===== src/rtl/snake_move_ctrl.sv =====
// Game control for the snake datapath: INIT/RUN/DEAD FSM, move-tick generation
// and direction capture with reverse-turn rejection.
module snake_move_ctrl #(
  parameter int unsigned TICK_DIV = 25000000,
  parameter int unsigned CNT_W    = 25
) (
  input  logic        Clk,
  input  logic        Reset,
  input  logic        BtnU,
  input  logic        BtnD,
  input  logic        BtnL,
  input  logic        BtnR,
  input  logic        Start,
  input  logic        Collision,
  output logic [1:0]  In_Dirn,
  output logic        SCEN,
  output logic        Q_Init,
  output logic        Q_Run,
  output logic        Q_Dead,
  output logic [15:0] Moves
);

  localparam logic [CNT_W-1:0] TICK_LAST = CNT_W'(TICK_DIV - 1);
  localparam logic [15:0]      MOVES_MAX = 16'hFFFF;

  // One-hot encoding so the state register bits are the state outputs directly
  typedef enum logic [2:0] {
    INIT = 3'b001,
    RUN  = 3'b010,
    DEAD = 3'b100
  } state_t;

  state_t           state;
  logic [CNT_W-1:0] tick_cnt;
  logic [1:0]       pending;
  logic [1:0]       btn_code;
  logic [1:0]       ref_dirn;
  logic             btn_any;
  logic             btn_ok;
  logic             tick_edge;

  // Priority U > D > L > R; only one candidate per cycle
  always_comb begin
    btn_code = 2'b00;
    btn_any  = BtnU | BtnD | BtnL | BtnR;
    if (BtnU)      btn_code = 2'b00;
    else if (BtnD) btn_code = 2'b01;
    else if (BtnL) btn_code = 2'b10;
    else if (BtnR) btn_code = 2'b11;
  end

  assign tick_edge = (state == RUN) && (tick_cnt == TICK_LAST);

  // At the tick edge the value being committed is the reference, so two presses
  // in one period can never chain into a 180-degree turn
  assign ref_dirn = tick_edge ? pending : In_Dirn;
  assign btn_ok   = btn_any &&
                    !((btn_code[1] == ref_dirn[1]) && (btn_code[0] != ref_dirn[0]));

  assign Q_Init = state[0];
  assign Q_Run  = state[1];
  assign Q_Dead = state[2];

  always_ff @(posedge Clk or posedge Reset) begin
    if (Reset) begin
      state    <= INIT;
      tick_cnt <= '0;
      pending  <= 2'b00;
      In_Dirn  <= 2'b00;
      SCEN     <= 1'b0;
      Moves    <= 16'd0;
    end else begin
      SCEN <= 1'b0;
      case (state)
        INIT: begin
          if (Start) state <= RUN;
        end
        RUN: begin
          if (tick_edge) begin
            tick_cnt <= '0;
            SCEN     <= 1'b1;
            In_Dirn  <= pending;
            if (Moves != MOVES_MAX) Moves <= Moves + 16'd1;
          end else begin
            tick_cnt <= tick_cnt + CNT_W'(1);
          end
          if (btn_ok) pending <= btn_code;
          if (Collision) begin
            state    <= DEAD;
            tick_cnt <= '0;
          end
        end
        DEAD: begin
          // Final direction and score stay visible until the player restarts
          if (Start) begin
            state   <= INIT;
            Moves   <= 16'd0;
            In_Dirn <= 2'b00;
            pending <= 2'b00;
          end
        end
        default: begin
          state    <= INIT;
          tick_cnt <= '0;
        end
      endcase
    end
  end

endmodule


===== config.mk =====
export PLATFORM = sky130hd
export DESIGN_NAME = snake_move_ctrl
export DESIGN_NICKNAME = d
export VERILOG_FILES = /design/src/rtl/snake_move_ctrl.sv
export SDC_FILE = /design/constraint.sdc
export NUM_CORES = 1
export LEC_CHECK = 0
export ABC_AREA = 1
export CAP_MARGIN = 5
export CORE_MARGIN = 2
export CORE_UTILIZATION = 52
export DETAILED_ROUTE_END_ITERATION = 8
export GPL_TIMING_DRIVEN = 0
export PLACE_DENSITY = 0.86
export SLEW_MARGIN = 0
export SYNTH_ARGS = -nofsm -noshare
export SYNTH_HDL_FRONTEND = slang
export SYNTH_SLANG_ARGS = --single-unit

===== constraint.sdc =====
create_clock -name Clk -period 1.6 [get_ports Clk]
set_input_delay 0.32 -clock Clk [delete_from_list [all_inputs] [get_ports Clk]]
set_output_delay 0.32 -clock Clk [all_outputs]
set_load 0.01 [all_outputs]

== Word-level counts from Yosys, hierarchy flattened ==
Index checks and enable logic that the tools add are counted.

* Register bits: 49
* Input bits: 8
* Output and inout port bits: 22
* Logic and storage cells: 56

* Add/subtract/negate cells: 2
* Eq/ne operators: 13
* Muxes and demuxes: 22
* Bitwise operators: 3
* Reduce and logical (&&, ||, !) cells: 10

{| class="wikitable"
|+ Operator list
! cell !! count
|-
| 2-to-1 mux 25 bit || 2
|-
| one-hot mux 25 bit (2 select lines) || 1
|-
| 2-to-1 mux 16 bit || 3
|-
| one-hot mux 16 bit (2 select lines) || 1
|-
| adder 25 x 1 -> 25 bit, second input constant || 1
|-
| equality test 25 bit, second input constant || 1
|-
| adder 16 x 1 -> 16 bit, second input constant || 1
|-
| inequality test 16 bit, second input constant || 1
|-
| 2-to-1 mux 2 bit || 7
|-
| inequality test 2 bit, second input constant || 5
|-
| 2-to-1 mux 3 bit || 3
|-
| one-hot mux 3 bit (3 select lines) || 1
|-
| one-hot mux 2 bit (2 select lines) || 2
|-
| AND reduction 3 bit || 2
|-
| AND reduction 4 bit || 1
|-
| equality test 3 x 1 -> 1 bit, second input constant || 1
|-
| equality test 3 x 2 -> 1 bit, second input constant || 1
|-
| equality test 3 bit, second input constant || 1
|-
| logical AND 1 bit || 3
|-
| bitwise OR 1 bit || 3
|-
| 2-to-1 mux 1 bit || 2
|-
| inequality test 2 x 1 -> 1 bit, second input constant || 1
|-
| AND reduction 2 bit || 1
|-
| nonzero test 2 bit || 1
|-
| other kinds (4) || 4
|}

== Logic depth before layout (Yosys ltp) ==
Gate-level depths: netlist of run 1.

* Depth after elaboration: 10
* Depth in mapped cells: 16
* Mapped depth without buffers: 16

== Worst setup path after synthesis of run 1 ==
Ideal clock, no wire load.

* Path kind: flip-flop to flip-flop
* Start point: register state[0]
* End point: register tick_cnt[17]
* Arrival: 1621 ps
* Data required time: 1480 ps
* Slack: -140 ps
* Stages on the path, launching flop included: 11
* Buffers on the path: 1
* Cell sequence: dfstp_2 -> inv_2 -> nand3_4 -> nand2_2 -> buf_6 -> nor4_4 -> nand2_2 -> nor2_2 -> nand3_2 -> nor2_1 -> nor3b_2

* Cells in the longest elaborated chain, start to end: 5
* Elaborated cells on any way between the ends: 8

{| class="wikitable"
|+ RTL lines
! what !! line !! source
|-
| start, declared || 33 || <nowiki>state_t state;</nowiki>
|-
| start signal, assigned || 66 || <nowiki>state <= INIT;</nowiki>
|-
| start signal, assigned || 76 || <nowiki>if (Start) state <= RUN;</nowiki>
|-
| start signal, assigned || 89 || <nowiki>state <= DEAD;</nowiki>
|-
| equality test 3 x 2 -> 1 bit || 52, 74 ||
|-
| logical AND 1 bit || 52 || <nowiki>assign tick_edge = (state == RUN) && (tick_cnt == TICK_LAST);</nowiki>
|-
| 2-to-1 mux 25 bit || 79 || <nowiki>if (tick_edge) begin</nowiki>
|-
| 2-to-1 mux 25 bit || 88 || <nowiki>if (Collision) begin</nowiki>
|-
| one-hot mux 25 bit (2 select lines) || 74 || <nowiki>case (state)</nowiki>
|-
| end signal, assigned || 85 || <nowiki>tick_cnt <= tick_cnt + CNT_W'(1);</nowiki>
|-
| end, declared || 34 || <nowiki>logic [CNT_W-1:0] tick_cnt;</nowiki>
|}

Several ways; a longest one is shown, not always the timed one.
A chain may end at the register's enable or synchronous reset.

== Final worst setup path of run 1 ==
* Start point: register tick_cnt[17]
* End point: register pending[0]

* Cells in the longest elaborated chain, start to end: 9
* Elaborated cells on any way between the ends: 10

{| class="wikitable"
|+ RTL lines
! what !! line !! source
|-
| equality test 25 bit * || 52 ||
|-
| logical AND 1 bit * || 52 ||
|-
| 2-to-1 mux 2 bit * || - ||
|-
| equality test 1 bit or inequality test 1 bit (tied branches) || 58 || <nowiki>!((btn_code[1] == ref_dirn[1]) && (btn_code[0] != ref_dirn[0]));</nowiki>
|-
| logical AND 1 bit * || 58 ||
|-
| logical NOT 1 bit * || 58 ||
|-
| logical AND 1 bit * || 57 || <nowiki>assign btn_ok = btn_any &&</nowiki>
|-
| inequality test 2 bit (no source line) * || - ||
|-
| AND reduction 3 bit (no source line) * || - ||
|-
| end signal, assigned || 87 || <nowiki>if (btn_ok) pending <= btn_code;</nowiki>
|-
| end, declared || 35 || <nowiki>logic [1:0] pending;</nowiki>
|}

Every way passes the cells marked *; elsewhere a longest branch is shown, timed or not.

==> reports/metrics.cfg, run 1 <==
[placed_design]
gp_congestion = 0.8913
dp_hpwl_mm = 5.417
placed_area_mm2 = 0.003567
dp_slack_ps = -355.7
io_buffer_count = 29

[power]
clkPwrFrac = 0.205
pwr-share-comb = 0.487
seq_power_share = 0.308
leakagePower_nw = 2.453
power_density_mw_per_mm2 = 1021
switching_share = 0.4267
p_sw_mw = 2.150
p_int_mw = 2.889
ir_drop_mv = 0.9769

[synthesis]
yosys_warnings = 0
ys_types = 35
synthCells = 432
synth_area_mm2 = 0.003125
synthArstFlopShare = 1.000
synth_seq_cells = 49
synth_enable_flop_cells = 0
yosysSeqAreaShare = 0.3927
syn_avg_cell_area_um2 = 7.235
synth-main-ff-cell = dfrtp_1
syn_nets = 442

[setup_path]
critPathKind = reg2reg
reg2regPathDepth = 14
cp-start-kind = flop
r2r_end = pending[0]
r2r_start = tick_cnt[17]
required_ps = 1910
worstSetupEndpointType = flop
arrival_ps = 2520
crit_path_max_fanout = 4
reg2reg_slack_ps = -620

[floorplanning]
rows = 28
die_w_um = 81.53
die_area_mm2 = 0.006646
start_util = 0.5342
core_mm2 = 0.005851
die_height_um = 81.53
io_pins = 30

[global_route]
gr-total-overflow = 0
grt_usage = 0.3621
grt_pass1_vias = 3838
grt_max_degree = 43
grt_pass1_wl_mm = 18.31
grt_antenna_before_repair = 0

[layout]
drive_gt1_frac = 0.4101
final_common_cell = nand2_1
syn_to_final_growth_pct = 57.85
nets = 565
post-route-util = 0.8432
antenna_cells = 0
design_area_mm2 = 0.004933
final_cell_mix = nand2_1 (70), buf_4 (69), inv_1 (43)

[clock_tree]
cts_tree = yes
clk_latency_ps = 360
cts_sinks = 49
holdBufCountCts = 0
cts.path.max_buffers = 2
numCtsBuffers = 5
clk_pin_slew_ps = 130
cts_root_buffer = clkbuf_8
htree_levels = 2

[routing]
first_iter_violations = 707
routedWlPerCell_um = 26.82
dr_total_vias = 4464
drc_errors = 65
firstDrtPassIters = 9
via_per_inst = 7.074
finalWirelength_mm = 16.92
antenna_left = 0

[timing]
slew_viol_final = 0
finalSetupViolCount = 53
layout_setup_ws_ps = -615.5
rsz0062_at_grt = true
max-slew-margin-rel = 0.4676
timing.final.crit_share = 1.385
finClkSkew_ps = 33.95
min_period_ps = 2216
setup_tns_ps = -15770
clock.fmax_mhz = 451.4
tightest_slew_ps = 792.5
hold_viol_final = 0

[status]
status = finished, violations left
failed_checks = DRC, setup timing

[hold_path]
hold_path_class = in2async

[flow_run]
drv_cap = 0

[cell usage after synthesis (2+ instances only)]
cell / number / area (um2)
a21oi_1: 10 / 50.05
buf_2: 3 / 15.01
buf_4: 2 / 15.01
clkbuf_1: 2 / 7.510
dfrtp_1: 48 / 1201
ha_1: 2 / 25.02
inv_1: 52 / 195.2
inv_2: 2 / 7.510
nand2_1: 98 / 367.9
nand2_2: 8 / 50.05
nand3_1: 47 / 235.2
nand3_2: 4 / 40.04
nand4_1: 16 / 100.1
nor2_1: 53 / 198.9
nor2_2: 6 / 37.54
nor2_4: 2 / 22.52
nor3_1: 17 / 85.08
nor3_2: 3 / 30.03
nor4_1: 5 / 31.28
o21a_1: 2 / 15.01
o21ai_0: 20 / 100.1
xnor2_1: 2 / 17.52
xor2_1: 16 / 140.1
[power groups by stage]
stage	Combinational (mW)	Clock, mW	Sequential [mW]
global placement	1.14	0	1.54
detailed placement	1.19	0	1.54
CTS	1.76	0.925	1.49
floorplan	0.733	0	1.55
global route	2.45	1.02	1.54
finish	2.45	1.03	1.55
[worst max-delay path, cell delays in order (launching register included)]
cell     delay [ps]
dfrtp_1         420
buf_6           140
nor2_4          190
nand3_2         130
nor2_4          220
nand4_1         240
nand2_2         180
nand2_1          90
nand2_1          90
nand2_2          70
nand2_2          60
nand2_2          60
nand2_2         100
nand2_2          80
nand2_1          80
[through the flow]
stage | cells | hold slack [ps] | power (mW)
global placement | 536 | 475.9 | 2.673
global route | 631 | 233.1 | 5.014
finish | 631 | 189.0 | 5.038
floorplan | 432 | 394.6 | 2.283
detailed placement | 537 | 481.3 | 2.724
CTS | 606 | 223.0 | 4.173
[worst max path at each step]
stage / slack (ps) / end / start
CTS: -180 / tick_cnt[18] / tick_cnt[1]
global placement: -1010 / Moves[0] / Reset
floorplan: -60 / tick_cnt[19] / state[0]
global route: -630 / pending[0] / tick_cnt[17]
finish: -620 / pending[0] / tick_cnt[17]
detailed placement: -360 / tick_cnt[9] / tick_cnt[9]
[logic make-up (layout without fill, tap and decap cells)]
family / count (synthesis) / after routing / synth area share
and+or+nand+nor: 262 / 262 / 0.3999
buffers and inverters: 63 / 187 / 0.08166
DFF: 49 / 49 / 0.3927
AOI/OAI and AO/OA: 38 / 38 / 0.06726
xor gates and xnor gates: 18 / 18 / 0.05044
adders and majority gates: 2 / 2 / 0.008005
[timing repair]
item | CTS | global route
resized for setup | 102 | 79
buffers inserted | 59 | 25
pin swaps | 32 | 36
setup endpoints to repair | 58 | 55
gates cloned | 3 | 1
[sequential cells by signal, summed over array words and instances (netlist names)]
register / count
state: 3
SCEN: 1
In_Dirn: 2
tick_cnt: 25
pending: 2
Moves: 16
[routing by layer]
metal  global-route usage  routed length [um]  share of wire
met1               0.4050                5146           0.30
met2               0.6369                7230           0.43
met3              0.07033                2337           0.14
met4               0.2136                2207           0.13
met5                    0                   0              0
[final cells by class]
| cell class | count | area, um2 |
|---|---|---|
| multi-input combinational | 320 | 2123 |
| sequential | 49 | 1245 |
| timing repair buffer | 116 | 1047 |
| fill | 218 | 917.1 |
| inverter | 55 | 221.5 |
| tap | 75 | 93.84 |
| buffer | 8 | 91.34 |
| clock buffer | 6 | 72.57 |
| clock inverter | 2 | 38.79 |
(Power assumes the default switching activity.)
==> run 2: changes to the inputs <==
--- a/config.mk
+++ b/config.mk
@@ -11,7 +11,7 @@
 export CORE_UTILIZATION = 52
 export DETAILED_ROUTE_END_ITERATION = 8
 export GPL_TIMING_DRIVEN = 0
-export PLACE_DENSITY = 0.86
+export PLACE_DENSITY = 0.81
 export SLEW_MARGIN = 0
 export SYNTH_ARGS = -nofsm -noshare
 export SYNTH_HDL_FRONTEND = slang
==> reports/metrics.cfg, run 2 (same netlist as run 1, synthesis figures left out) <==
[timing]
slew_viol_final = 0
finalSetupViolCount = 41
clock.fmax_mhz = 521.8
min_period_ps = 1917
max-slew-margin-rel = 0.7371
setup_tns_ps = -7930
finClkSkew_ps = 9.806
hold_viol_final = 0
timing.final.crit_share = 1.198
rsz0062_at_grt = true
layout_setup_ws_ps = -316.6
tightest_slew_ps = 390.7

[floorplanning]
io_pins = 30
rows = 28
core_mm2 = 0.005851
die_area_mm2 = 0.006646
die_w_um = 81.53
die_height_um = 81.53
start_util = 0.5342

[setup_path]
critPathKind = reg2reg
arrival_ps = 2140
slowest_stage = dfrtp_2
worstSetupEndpointType = flop
crit_path_max_fanout = 6
cp_cell_sequence = nand2_1 > nor2_1 > nand2_1 > nor2_4 > nand3_2 > nand2_2 > nand2_2 > nand2_1 > nand2_1 > nand2_2 > nand2_2 > nand2_2 > nand2_2 > nand2_1 > nand2_1
critPathMaxStageDelay_ps = 450
cp-start-kind = flop
required_ps = 1820

[layout]
largest_reg_flops = 25
top_regs = tick_cnt (25), Moves (16), state (3)
syn_to_final_growth_pct = 52.92
instances_no_fill = 629
final_common_cell = buf_4
top_register = tick_cnt
nets = 563
final_cell_mix = buf_4 (76), nand2_1 (72), nor2_1 (45)
drive_gt1_frac = 0.4061
antenna_cells = 0

[routing]
antenna_left = 0
drc_errors = 0
firstDrtPassIters = 6
via_per_inst = 6.143
finalWirelength_mm = 11.93
dr_total_vias = 3864
first_iter_violations = 360
routedWlPerCell_um = 18.96

[placed_design]
io_buffer_count = 29
dp_hpwl_mm = 5.490
dp.cells = 537
gp_congestion = 0.9149

[power]
ir_drop_mv = 0.9089
power_density_mw_per_mm2 = 940.0
leakagePower_nw = 2.381
power_mw = 4.493

[global_route]
grt_pass1_vias = 3434
gr-total-overflow = 0
grt_usage = 0.3116
grt_antenna_before_repair = 0
grt_max_degree = 36
grt_pass1_wl_mm = 15.97

[flow_run]
drv_cap = 0

[clock_tree]
htree_levels = 2
clk_pin_slew_ps = 100
numCtsBuffers = 5
cts_root_buffer = clkbuf_8
holdBufCountCts = 0
cts.path.max_buffers = 2
cts_tree = yes
cts_sinks = 49
clk_latency_ps = 320

[hold_path]
hold_path_class = in2async

[status]
failed_checks = setup timing
status = finished, violations left

## run 2: cell count changes in the layout (fill, tap and decap cells not counted), moves of 3 or more
cell / previous run / this run
buf_4: 69 / 76
buf_6: 18 / 11
nand2_4: 8 / 5
nor2_1: 41 / 45
nor2_4: 15 / 11
o21ai_1: 11 / 5
o21ai_2: 2 / 7
## run 2: worst max-delay path: cells and delay by family, from the launching register on
family | cells | cell delay, ps
flops | 1 | 450
simple gates | 15 | 1350
## run 2: what timing repair did
item                                    in CTS  in global routing
buffers inserted                            64                 17
hold endpoints to repair                     0                  0
resized for setup                           83                 76
pin swaps                                   26                 36
cloned                                       3                  1
endpoints found under the setup margin      59                 54
## run 2: power breakdown
part / internal, mW / switching, mW
Clock: 0.466 / 0.464
Sequential: 1.37 / 0.153
Combinational: 0.899 / 1.14
## run 2: layout make-up
type,instances,area (um2)
Buffer,8,80.08
Clock buffer,6,72.57
Clock inverter,2,35.03
Fill cell,300,1071
Inverter,55,214.0
Multi-Input combinational cell,320,2048
Sequential cell,49,1245
Tap cell,75,93.84
Timing Repair Buffer,114,991.0
## run 2: path summary, 6_finish.rpt
kind	from	to	slack [ps]	cells past startpoint
worst max-delay path	tick_cnt[14]	pending[1]	-320	15
worst min-delay path	Reset	tick_cnt[11]	280	2
worst max register to register	tick_cnt[14]	pending[1]	-320	15
worst min register to register	pending[0]	pending[0]	490	2
max in group asynchronous	Reset	state[0]	750	3
min in group Clk	pending[0]	pending[0]	490	2
## run 2: metrics by stage
stage | hold WS, ps | setup slack, ps | utilization | cell area, um2
final | 275.9 | -316.6 | 0.8169 | 4780
after global routing | 298.9 | -408.4 | 0.8169 | 4780
after CTS | 301.8 | -163.5 | 0.7502 | 4389
after detailed placement | 481.2 | -353.2 | 0.6097 | 3567
after global placement | 476.1 | -1043 | 0.6063 | 3547
after floorplan | 394.6 | -61.17 | - | 3163
## run 2: routing by layer
layer | routed length [um] | share of wire | global-route usage
met5 | 0 | 0 | 0
met4 | 788 | 0.066 | 0.1305
met3 | 903 | 0.076 | 0.04396
met2 | 5748 | 0.48 | 0.5500
met1 | 4486 | 0.38 | 0.3792
